==> config.mk <==
export PLATFORM = sky130hd
export DESIGN_NAME = seq_math_unit
export DESIGN_NICKNAME = d
export VERILOG_FILES = /design/src/rtl/seq_math_unit.sv
export SDC_FILE = /design/constraint.sdc
export NUM_CORES = 1
export LEC_CHECK = 0
export ABC_CLOCK_PERIOD_IN_PS = 11900
export CORE_MARGIN = 2
export CORE_UTILIZATION = 45
export CTS_BUF_LIST = sky130_fd_sc_hd__clkbuf_2 sky130_fd_sc_hd__clkbuf_4 sky130_fd_sc_hd__clkbuf_8
export CTS_CLUSTER_DIAMETER = 30
export DETAILED_ROUTE_END_ITERATION = 7
export DONT_BUFFER_PORTS = 1
export PLACE_DENSITY = 0.64
export SYNTH_ARGS = -nofsm -noshare
export SYNTH_HDL_FRONTEND = slang
export SYNTH_SLANG_ARGS = --single-unit
==> constraint.sdc <==
create_clock -name clk -period 11.9 [get_ports clk]
set_input_delay 0.595 -clock clk [delete_from_list [all_inputs] [get_ports clk]]
set_output_delay 0.595 -clock clk [all_outputs]
set_load 0.1 [all_outputs]
==> src/rtl/seq_math_unit.sv <==
// seq_math_unit: multi-cycle square / cube / factorial / integer power unit.
// A single shared multiplier performs one multiply per clock. The iteration
// counter doubles as the factorial down-counter.
// Optional build macro: SEQ_MATH_SATURATE_EN. When it is defined, an
// overflowed result is reported as all-ones instead of the truncated value.
module seq_math_unit #(
   parameter int N_W   = 4,
   parameter int OUT_W = 16
) (
   input  logic             clk,
   input  logic             reset,
   input  logic             start,
   input  logic [2:0]       opcode,
   input  logic [N_W-1:0]   n,
   input  logic [N_W-1:0]   m,
   output logic             busy,
   output logic             done,
   output logic [OUT_W-1:0] out,
   output logic             overflow,
   output logic             err
);

   typedef enum logic [1:0] {
      S_IDLE = 2'd0,
      S_CALC = 2'd1,
      S_DONE = 2'd2
   } state_t;

   state_t             r_state;
   logic               r_is_fact;
   logic [N_W-1:0]     r_n;
   logic [N_W-1:0]     r_cnt;
   logic [OUT_W-1:0]   r_acc;
   logic               r_acc_ovf;
   logic               r_busy;
   logic               r_done;
   logic [OUT_W-1:0]   r_out;
   logic               r_overflow;
   logic               r_err;

   logic [N_W-1:0]     w_load_k;
   logic               w_illegal;
   logic [N_W-1:0]     w_factor;
   logic [2*OUT_W-1:0] w_prod;
   logic [OUT_W-1:0]   w_prod_lo;
   logic               w_step_ovf;
   logic [OUT_W-1:0]   w_final_out;

   // Iteration count and legality of the opcode presented at start
   always_comb begin
      w_load_k  = '0;
      w_illegal = 1'b0;
      case (opcode)
         3'd0:    w_load_k = N_W'(2);
         3'd1:    w_load_k = N_W'(3);
         3'd2:    w_load_k = n;
         3'd3:    w_load_k = m;
         default: w_illegal = 1'b1;
      endcase
   end

   // Factorial multiplies by the counter, every other op by the captured base
   assign w_factor  = r_is_fact ? r_cnt : r_n;
   assign w_prod    = {{OUT_W{1'b0}}, r_acc} * {{(2*OUT_W-N_W){1'b0}}, w_factor};
   assign w_prod_lo = w_prod[OUT_W-1:0];
   // Overflow is sticky across the iterations of one operation
   assign w_step_ovf = (|w_prod[2*OUT_W-1:OUT_W]) | r_acc_ovf;

`ifdef SEQ_MATH_SATURATE_EN
   assign w_final_out = w_step_ovf ? {OUT_W{1'b1}} : w_prod_lo;
`else
   assign w_final_out = w_prod_lo;
`endif

   // Control FSM, datapath and registered outputs
   always_ff @(posedge clk or negedge reset) begin
      if (!reset) begin
         r_state    <= S_IDLE;
         r_is_fact  <= 1'b0;
         r_n        <= '0;
         r_cnt      <= '0;
         r_acc      <= '0;
         r_acc_ovf  <= 1'b0;
         r_busy     <= 1'b0;
         r_done     <= 1'b0;
         r_out      <= '0;
         r_overflow <= 1'b0;
         r_err      <= 1'b0;
      end else begin
         r_done <= 1'b0;
         case (r_state)
            S_IDLE: begin
               if (start) begin
                  r_is_fact <= (opcode == 3'd2);
                  r_n       <= n;
                  r_acc     <= OUT_W'(1);
                  r_acc_ovf <= 1'b0;
                  r_busy    <= 1'b1;
                  if (w_load_k != '0) begin
                     r_cnt   <= w_load_k;
                     r_state <= S_CALC;
                  end else begin
                     // Zero iterations: result is the empty product, or 0 if illegal
                     r_cnt      <= '0;
                     r_state    <= S_DONE;
                     r_done     <= 1'b1;
                     r_out      <= w_illegal ? '0 : OUT_W'(1);
                     r_overflow <= 1'b0;
                     r_err      <= w_illegal;
                  end
               end
            end
            S_CALC: begin
               r_acc     <= w_prod_lo;
               r_acc_ovf <= w_step_ovf;
               r_cnt     <= r_cnt - N_W'(1);
               if (r_cnt == N_W'(1)) begin
                  r_state    <= S_DONE;
                  r_done     <= 1'b1;
                  r_out      <= w_final_out;
                  r_overflow <= w_step_ovf;
                  r_err      <= 1'b0;
               end
            end
            S_DONE: begin
               // Any start seen here is dropped; the requester must retry from IDLE
               r_state <= S_IDLE;
               r_busy  <= 1'b0;
            end
            default: begin
               r_state <= S_IDLE;
               r_busy  <= 1'b0;
            end
         endcase
      end
   end

   assign busy     = r_busy;
   assign done     = r_done;
   assign out      = r_out;
   assign overflow = r_overflow;
   assign err      = r_err;

endmodule

==> reports/qor.csv <==
metric,value,unit
number of DRC markers in iteration 0,132,
Die Ht,99.75,µm
Post-CTS Setup Bufs,0,
Initial Util,0.4685,
kind of critical path,reg -> reg,
DRT Pass-1 Iters,4,
worst-margin pin slew,1288,ps
clock-pin slew on the worst setup and hold paths,100,ps
cell-internal power,0.4425,mW
Mapped Cells,473,
syn_nets,541,
Netlist cell types,48,
Power Dens Cells,231.1,nW/µm²
DP Wirelength,6621,µm
Die Area,9949,µm²
most frequent cell after synthesis,nand2_1,
first-pass GRT wire length,15390,µm
DRC,0,
Critical Path Start,r_is_fact,
clock share of power,0.125,
vias per cell,5.462,
# placed instances,569,
Synth area leader,dfrtp_1,
f_max,203.8,MHz
Seq pwr share,0.465,
Net Sw Frac,0.5625,
Setup TNS Final,0,ps
Clock Tree Root,clkbuf_8,
Crit path arrival time,5100,ps
CTS buffer count,5,
Yosys top cell area share,0.2912,
DP Worst Slack,7027,ps
RSZ-0062 raised after global routing,no,
FF-to-FF path depth,14,
WP data required,12090,ps
via count,3157,
setup ws final,6994,ps
Worst Hold Class,in -> async,
R2R Setup Slk,6990,ps
antenna cell count,0,
RR Startpoint,r_is_fact,
Setup-failing EPs final,0,
CTS max path bufs,2,
I/O pins,34,
CTS sink cnt,48,
GRT overflow,0,
CTS tree,done,
WP buf/inv,2,
highest-delay cell along the critical path,mux2i_1,
FF-to-FF End,overflow,
largest net degree at the start of global routing,49,
wire per inst,15.42,µm
ratio of cells with drive above 1 in the final layout,0.06809,
"Hold Violations, Final",0,
vias in the first global route,3218,
latest clock arrival within the worst-skew pair,300,ps
status,completed,
synth-to-layout area growth,6.097,%
leakage,2.115,nW
final worst path period share,0.4123,
Crit path max-delay family,adder cells,
CP Cell Sequence,mux2i_1 -> nor2b_1 -> fa_1 -> inv_1 -> fa_1 -> inv_1 -> ha_1 -> o211ai_1 -> o211ai_1 -> a41oi_2 -> a211oi_2 -> mux2_2 -> a22oi_1 -> o21ai_1,
die width,99.75,µm
fin cells,578,
initial antenna violation count,0,
Sw Pwr,0.5690,mW
most common library cells after synthesis,"nand2_1, inv_1, dfrtp_1",
ranking of synthesized cells by area,"dfrtp_1, fa_1, ha_1, nand2_1, nor2b_1",
Post-synth ARST share,1.000,
synthesized area,4125,µm²
htree depth,2,
critical path startpoint category,flip-flop,
routability cong.,0.8495,
top_reg_cell synth,dfrtp_1,
minimum clock period,4906,ps
Post-synth EDFFs,0,
"Slew Viols, Final",0,
sequential share of the synthesized area,0.2912,
crit end category,flip-flop,
Fillers,844,
Post-layout nets,537,
Seq cells post-synth,48,
Buffers on Ports,0,
synth warn,0,
Final Cell Area,4377,µm²
maximum vdd drop,0.0001312,V
Core Area,8806,µm²
Worst Path Max Fanout,16,
skew final,19.23,ps
number of max-cap violations,0,
GR Util All Layers,0.1929,
Core Rows,34,
Pwr Total,1.012,mW
max_slew headroom,0.1167,
Logic pwr share,0.410,
Routed WL,8915,µm
syn_area_per_cell,8.721,µm²
placed cell area,4228,µm²
CP peak stage delay,1070,ps
post-route ant nets,0,
[cell usage in the layout, fill, tap and decap left out, types with 8 or more instances in the layout]
cell      count
nand2b_1     15
fa_1         28
mux2i_1       8
a21oi_1      20
o21ai_0      14
xnor2_1       8
ha_1         26
inv_1        58
nor2b_1      41
dfrtp_1      48
o21ai_1      18
nand2_1      81
nor3_1        8
nor2_1       12
[worst reg2reg max path, delay by kind of cell (launching register included)]
family	cells	cell delay, ps
buf+inv	2	110
compound gates	6	1140
simple gates	1	180
flops	1	460
mux	2	1440
fa+ha+maj	3	1460
[final cells by class]
| class | count | area, µm² | share of cell area |
|---|---|---|---|
| timing repair buffer | 5 | 57.56 | 0.01315 |
| clock buffer | 6 | 82.58 | 0.01887 |
| clock inverter | 2 | 38.79 | 0.008862 |
| sequential | 48 | 1201 | 0.2744 |
| tap | 108 | 135.1 | 0.03087 |
| inverter | 58 | 217.7 | 0.04974 |
| multi-input combinational | 351 | 2644 | 0.6041 |
[metrics by stage]
step / hold slack (ps) / util
after floorplan: 299.4 / -
after global placement: 300.8 / 0.4801
after detailed placement: 300.5 / 0.4801
after CTS: 127.9 / 0.4970
after global routing: 123.4 / 0.4970
final: 120.8 / 0.4970
[worst max path at each step]
stage	endpoint	slack, ps	cells past startpoint
after detailed placement	overflow	7030	14
after global placement	r_acc_ovf	7180	14
after global routing	r_acc_ovf	6670	14
after CTS	overflow	6980	14
final	overflow	6990	14
after floorplan	overflow	7700	16
[flip-flops by register name (all words and copies together), names as in the netlist, 2 cells and up]
signal   flops
r_n          4
out         16
r_state      2
r_cnt        4
r_acc       16
[logic make-up (layout without fill, tap and decap cells)]
logic type | count (synthesis) | in the layout | synth area share
muxes | 12 | 12 | 0.03033
and+or+nand+nor | 181 | 181 | 0.2205
buffers and inverters | 74 | 71 | 0.06885
adders and majority gates | 54 | 54 | 0.2147
xor gates and xnor gates | 12 | 12 | 0.02548
AOI/OAI and AO/OA | 92 | 92 | 0.1489
DFF | 48 | 48 | 0.2912
[metal layers]
layer / vias to the layer above / track usage / share of wire / wire [µm]
li1: 1539 / - / - / -
met1: 1541 / 0.2666 / 0.48 / 4242
met2: 71 / 0.3202 / 0.47 / 4181
met3: 6 / 0.03162 / 0.045 / 397
met4: 0 / 0.04215 / 0.010 / 93
met5: - / 0 / 0 / 0
[power groups by stage]
stage	registers (mW)	logic (mW)	clock network (mW)
5_1_grt	0.479	0.479	0.135
4_1_cts	0.471	0.419	0.131
6_report	0.471	0.415	0.126
3_3_place_gp	0.473	0.403	0
2_1_floorplan	0.451	0.329	0
3_5_place_dp	0.473	0.412	0
[what timing repair did]
item	in CTS	in global routing
gates resized for setup	0	0
hold buffers	1	0
hold endpoints to repair	48	0
No activity file was read; power rests on OpenSTA's default activity.
